**config.mk**
```make
export PLATFORM = sky130hd
export DESIGN_NAME = debug_trace_buffer
export DESIGN_NICKNAME = d
export VERILOG_FILES = /design/src/rtl/debug_trace_buffer_pkg.sv /design/src/rtl/debug_trace_buffer_ram.sv /design/src/rtl/debug_trace_buffer.sv
export SDC_FILE = /design/constraint.sdc
export NUM_CORES = 1
export LEC_CHECK = 0
export CAP_MARGIN = 20
export CORE_MARGIN = 1
export CORE_UTILIZATION = 40
export DETAILED_ROUTE_END_ITERATION = 10
export SETUP_SLACK_MARGIN = 0.5
export SYNTH_ARGS = -nofsm -noshare
export SYNTH_HDL_FRONTEND = slang
export SYNTH_HIERARCHICAL = 1
export SYNTH_SLANG_ARGS = --single-unit
```
**constraint.sdc**
```tcl
create_clock -name clk -period 11.1 [get_ports clk]
set_input_delay 1.11 -clock clk [delete_from_list [all_inputs] [get_ports clk]]
set_output_delay 1.11 -clock clk [all_outputs]
set_load 0.01 [all_outputs]
```
**src/rtl/debug_trace_buffer_pkg.sv**
```systemverilog
// debug_trace_pkg: shared types and record layout for the debug trace buffer.
// DEBUG_TRACE_TIMESTAMP_EN adds a third (timestamp) word to every record.
package debug_trace_pkg;
    typedef enum logic [1:0] {IDLE = 2'd0, ARMED = 2'd1, TRIGGERED = 2'd2, DUMP = 2'd3} trace_state_t;
    typedef struct packed {
        logic [8:0] pc;
        logic [6:0] opcode;
        logic       reg_write;
        logic [4:0] reg_num;
        logic       mem_wr;
        logic [8:0] mem_addr;
    } trace_rec_t;
`ifdef DEBUG_TRACE_TIMESTAMP_EN
    localparam int WORDS_PER_REC = 3;
`else
    localparam int WORDS_PER_REC = 2;
`endif
    localparam int W0_MEM_ADDR  = 0;
    localparam int W0_MEM_WR    = 9;
    localparam int W0_REG_NUM   = 10;
    localparam int W0_REG_WRITE = 15;
    localparam int W0_OPCODE    = 16;
    localparam int W0_PC        = 23;
endpackage

```
**src/rtl/debug_trace_buffer_ram.sv**
```systemverilog
// trace_ram: simple dual-port record store, synchronous write, registered read.
module trace_ram #(
    parameter int DEPTH = 16,
    parameter int WIDTH = 64
) (
    input  logic                     clk,
    input  logic                     we,
    input  logic [$clog2(DEPTH)-1:0] waddr,
    input  logic [WIDTH-1:0]         wdata,
    input  logic [$clog2(DEPTH)-1:0] raddr,
    output logic [WIDTH-1:0]         rdata
);
    logic [WIDTH-1:0] mem [DEPTH];

    always_ff @(posedge clk) begin
        if (we) mem[waddr] <= wdata;
        rdata <= mem[raddr];
    end
endmodule

```
**src/rtl/debug_trace_buffer.sv**
```systemverilog
// debug_trace_buffer: circular trace capture with PC trigger and oldest-first word stream.
// Define DEBUG_TRACE_TIMESTAMP_EN to append a 16-bit timestamp word to each record.
module debug_trace_buffer
    import debug_trace_pkg::*;
#(
    parameter int DEPTH     = 16,
    parameter int POST_TRIG = 8,
    parameter int PC_W      = 9,
    parameter int DATA_W    = 32
) (
    input  logic                     clk,
    input  logic                     reset,
    input  logic                     arm,
    input  logic                     stop,
    input  logic                     trig_en,
    input  logic [PC_W-1:0]          trig_pc,
    input  logic                     rec_valid,
    input  logic [PC_W-1:0]          pc,
    input  logic [6:0]               opcode_wb,
    input  logic                     reg_write,
    input  logic [4:0]               reg_num,
    input  logic [DATA_W-1:0]        wb_data,
    input  logic                     mem_wr,
    input  logic [PC_W-1:0]          mem_addr,
    output logic                     rd_valid,
    input  logic                     rd_ready,
    output logic [DATA_W-1:0]        rd_data,
    output logic                     rd_last,
    output logic [1:0]               state_o,
    output logic [$clog2(DEPTH):0]   rec_count
);
    localparam int PTR_W = $clog2(DEPTH);
    localparam int CNT_W = PTR_W + 1;
    localparam int REC_W = WORDS_PER_REC * DATA_W;

    trace_state_t     state, state_d;
    logic [PTR_W-1:0] wr_ptr, wr_ptr_d, rd_ptr, raddr, post_cnt;
    logic [CNT_W-1:0] rec_count_d, dump_rem;
    logic             wrapped, wrapped_d, primed, capture, store, trig_hit, xfer, last_word;
    logic [1:0]       word_sel;
    trace_rec_t       w0;
    logic [REC_W-1:0] wdata, rdata;

    assign state_o   = state;
    assign capture   = state == ARMED || state == TRIGGERED;
    assign store     = capture && rec_valid;
    assign trig_hit  = trig_en && rec_valid && pc == trig_pc;
    assign xfer      = rd_valid && rd_ready;
    assign last_word = word_sel == 2'(WORDS_PER_REC - 1);
    assign rd_last   = rd_valid && last_word && dump_rem == CNT_W'(1);
    assign rd_data   = rd_valid ? rdata[int'(word_sel)*DATA_W +: DATA_W] : '0;
    // Look ahead on the record advance so the registered read is ready with no bubble.
    assign raddr     = (xfer && last_word) ? rd_ptr + 1'b1 : rd_ptr;
    assign wr_ptr_d    = store ? wr_ptr + 1'b1 : wr_ptr;
    assign wrapped_d   = wrapped || (store && wr_ptr == PTR_W'(DEPTH - 1));
    assign rec_count_d = (store && rec_count != CNT_W'(DEPTH)) ? rec_count + 1'b1 : rec_count;

    always_comb begin
        w0 = '0;
        w0[W0_PC +: 9]       = pc[8:0];
        w0[W0_OPCODE +: 7]   = opcode_wb;
        w0[W0_REG_WRITE]     = reg_write;
        w0[W0_REG_NUM +: 5]  = reg_num;
        w0[W0_MEM_WR]        = mem_wr;
        w0[W0_MEM_ADDR +: 9] = mem_addr[8:0];
    end

`ifdef DEBUG_TRACE_TIMESTAMP_EN
    logic [15:0] ts;

    always_ff @(posedge clk) begin
        if (reset) ts <= '0;
        else ts <= (state == IDLE && arm) ? '0 : ts + 1'b1;
    end

    assign wdata = {DATA_W'(ts), wb_data, DATA_W'(w0)};
`else
    assign wdata = {wb_data, DATA_W'(w0)};
`endif

    always_comb begin
        state_d = state;
        unique case (state)
            IDLE:      state_d = arm ? ARMED : IDLE;
            ARMED:     state_d = (stop || (trig_hit && POST_TRIG == 0)) ? DUMP : trig_hit ? TRIGGERED : ARMED;
            TRIGGERED: state_d = (stop || (rec_valid && post_cnt == PTR_W'(1))) ? DUMP : TRIGGERED;
            DUMP:      state_d = ((!primed && dump_rem == '0) || (xfer && rd_last)) ? IDLE : DUMP;
        endcase
    end

    always_ff @(posedge clk) begin
        if (reset) state <= IDLE;
        else state <= state_d;
    end

    always_ff @(posedge clk) begin
        if (reset) begin
            wr_ptr    <= '0;
            rec_count <= '0;
            wrapped   <= 1'b0;
            post_cnt  <= '0;
            rd_ptr    <= '0;
            dump_rem  <= '0;
            word_sel  <= '0;
            primed    <= 1'b0;
            rd_valid  <= 1'b0;
        end else begin
            if (state == IDLE && arm) begin
                wr_ptr    <= '0;
                rec_count <= '0;
                wrapped   <= 1'b0;
                post_cnt  <= '0;
            end else begin
                wr_ptr    <= wr_ptr_d;
                rec_count <= rec_count_d;
                wrapped   <= wrapped_d;
            end
            if (state == ARMED && trig_hit) post_cnt <= PTR_W'(POST_TRIG);
            else if (state == TRIGGERED && rec_valid) post_cnt <= post_cnt - 1'b1;
            if (capture && state_d == DUMP) begin
                rd_ptr   <= wrapped_d ? wr_ptr_d : '0;
                dump_rem <= rec_count_d;
                word_sel <= '0;
                primed   <= 1'b0;
            end else if (state == DUMP) begin
                if (!primed) begin
                    primed   <= 1'b1;
                    rd_valid <= dump_rem != '0;
                end else if (xfer) begin
                    if (rd_last) rd_valid <= 1'b0;
                    else if (last_word) begin
                        word_sel <= '0;
                        rd_ptr   <= rd_ptr + 1'b1;
                        dump_rem <= dump_rem - 1'b1;
                    end else word_sel <= word_sel + 1'b1;
                end
            end
        end
    end

    trace_ram #(.DEPTH(DEPTH), .WIDTH(REC_W)) u_ram (
        .clk   (clk),
        .we    (store),
        .waddr (wr_ptr),
        .wdata (wdata),
        .raddr (raddr),
        .rdata (rdata)
    );
endmodule

```
==> impl_metrics.toml <==
[outcome]
outcome = "complete, no violations"

[die]
die_y_um = 325
dieArea_mm2 = 0.106
design.portCount = 121
die_w_um = 325
rows = 118
core-area_mm2 = 0.104
start_util = 0.404

[worst_setup_path]
reg2reg_from = "word_sel[0]$_SDFFE_PP0P_"
reg2reg_depth = 8
cp.required_ns = 11.66
crit_cells = 8
crit_fanout = 95
worstSetupPathType = "reg -> reg"
start_kind = "flip-flop"
r2r-end = "u_ram/rdata[3]$_DFF_P_"
slowest_delay_ns = 0.87
r2r_setup_slack_ns = 6.35
worst_setup_path_end_kind = "flip-flop"
cp_common_cell = "buf_4"
cp_num_buf_inv = 3
cp_top_family = "buffers and inverters"
critPathArrivalTime_ns = 5.31
crit_chain = "buf_4 > nand3_1 > mux2_8 > buf_4 > buf_4 > mux4_2 > a22oi_1 > nand2_1"
cpMaxStageDelayCell = "buf_4"

[pwr]
p_per_area_mw_per_mm2 = 174
power.leakage_nw = 14.7
switching_share = 0.194
internal_power_mw = 6.77
irDropWorstVdd_v = 0.000122
clockPowerShare = 0.432
netSwitchingPower_mw = 1.63
comb_power_share = 0.017
power_frac_seq = 0.551

[clock_tree]
cts-buffers-inserted = 108
ctsHoldBuffers = 0
clk_latency_ns = 0.67
cts_root_buf = "clkbuf_16"
cts_tree = "done"
htree_levels = 3
clock_sinks = 1117
cts_resized = 0
clock_path_buffers = 3
clk_pin_slew_ns = 0.06
cts_setup_buffers = 0

[sta]
tightest_slew_ns = 1.06
finalWorstSetupSlack_ns = 6.35
setup_violations = 0
hold_viol_final = 0
fmax_ghz = 0.210
fin_tns_setup_ns = 0
fin_crit_ns = 4.75
drv_slew = 0
relSlewSlack = 0.293
rsz0062_at_grt = "false"
finalCritPeriodShare = 0.428
worst_clock_skew_ns = 0.0418

[layout]
final-seq-area_mm2 = 0.0326
n_antenna_cell = 0
final_common_cell = "edfxtp_1"
fin_nets = 2206
n_fill_cell = 8599
drive_gt1_frac = 0.220
multi_input_area_mm2 = 0.00884
final_core_util = 0.466
mostFrequentLayoutCells = "edfxtp_1 (1024), mux4_2 (256), a22oi_1 (129), clkdlybuf4s50_1 (120), clkbuf_16 (111)"
synthToLayoutAreaGrowth_pct = 15.5

[logic_synthesis]
synth_top_area_share = 0.735
syn_area_mm2 = 0.0418
yosysTopAreaCell = "edfxtp_1"
synth_nets = 2029
synth_area_per_cell_um2 = 21.6
ys_dominant_reg_cell = "edfxtp_1"
synth_warnings = 6
synthTopCellsByArea = "edfxtp_1 (73%), mux4_2 (14%), dfxtp_1 (4.4%)"
synthCells = 1935
synth-async-reset-ratio = 0
synth.distinct_cells = 48
ys_seq_area_frac = 0.779
synth_edf_count = 1024
ys_seq_elements = 1117

[detailed_routing]
drt-pass1-iter-count = 5
drtIter0Drc = 2001
viasPerCell = 5.60
drc = 0
wl_per_cell_um = 28.1
ant_nets = 0
vias = 20093
drt-total-wl_um = 101000

[global_routing]
grt_pass1_vias = 20795
antenna_found_initial = 14
grt_pass1_wl_um = 146000
grt_overflow = 0
groute.usage.overall = 0.191
grt_max_degree = 112

[worst_hold_path]
min-delay-start = "word_sel[1]$_SDFFE_PP0P_"
hold_path_end = "word_sel[1]$_SDFFE_PP0P_"
hp-class = "reg -> reg"
min_path_cells = 2

[run]
drv_cap = 0

[place]
place_ws_ns = 5.55
hpwlAfterDp_um = 52700
gp_congestion = 0.766
port_buffers = 120
cell type report:
cell class                 instances  area share
tap                             1380      0.0357
sequential                      1117       0.675
timing repair buffer             164      0.0321
multi-input combinational        706       0.183
inverter                          15     0.00116
clock inverter                    54      0.0106
clock buffer                     150      0.0630
synth_stat cells, types with 15 or more instances:
library cell and number:
dfxtp_1 93, edfxtp_1 1024, nand2_1 81, nor2_1 76
nor3_1 15, buf_1 17, a22oi_1 129, mux4_2 256
xnor2_1 19, clkbuf_1 45, buf_2 15, mux2i_1 35
per-stage QoR:
stage | cells | total power [mW] | instance area (um^2) | hold slack [ns]
after CTS | 3585 | 8.48 | 48300 | 0.482
final | 3586 | 8.40 | 48300 | 0.482
after detailed placement | 3381 | 4.87 | 44800 | 0.469
after global placement | 3381 | 4.86 | 44800 | 0.464
after global routing | 3586 | 8.66 | 48300 | 0.516
after floorplan | 1935 | 4.76 | 41800 | 0.448
state kept, by name (all words and copies together), names as in the netlist:
name         count
dump_rem         5
word_sel         2
rd_valid         1
u_ram/mem     1024
wr_ptr           4
rd_ptr           4
wrapped          1
state_o          2
primed           1
u_ram/rdata     64
post_cnt         4
rec_count        5
routing by layer:
metal | track usage | wire length, um
met1 | 0.269 | 42700
met5 | 0 | 151
met2 | 0.307 | 48800
met4 | 0.0453 | 2110
met3 | 0.0388 | 6930
power by group through the flow:
stage / logic (mW) / clock network, mW / registers (mW)
global route: 0.162 / 3.87 / 4.63
finish: 0.146 / 3.63 / 4.63
CTS: 0.149 / 3.70 / 4.63
global placement: 0.142 / 0 / 4.72
floorplan: 0.0496 / 0 / 4.71
detailed placement: 0.149 / 0 / 4.72
worst min-delay path, delay by kind of cell, from the launching register on:
family           cells  cell delay, ns
AND/OR/NAND/NOR      2            0.11
flip-flops           1            0.34
kinds of logic after synthesis:
family,share of synthesized area
compound gates,0.0288
xor+xnor,0.00544
fa+ha+maj,0.00419
buf+inv,0.0135
flops,0.779
mux,0.146
simple gates,0.0224
worst max path at each step:
stage,slack (ns),end,from
after CTS,6.23,u_ram/rdata[3]$_DFF_P_,word_sel[0]$_SDFFE_PP0P_
after detailed placement,5.55,u_ram/rdata[3]$_DFF_P_,rd_ready
after global placement,5.70,u_ram/rdata[45]$_DFF_P_,rd_ready
after global routing,6.09,u_ram/rdata[54]$_DFF_P_,word_sel[0]$_SDFFE_PP0P_
after floorplan,4.35,u_ram/mem[0][0]$_DFFE_PP_,rec_valid
final,6.35,u_ram/rdata[3]$_DFF_P_,word_sel[0]$_SDFFE_PP0P_
Note: power is estimated with default switching activity, not from simulation.
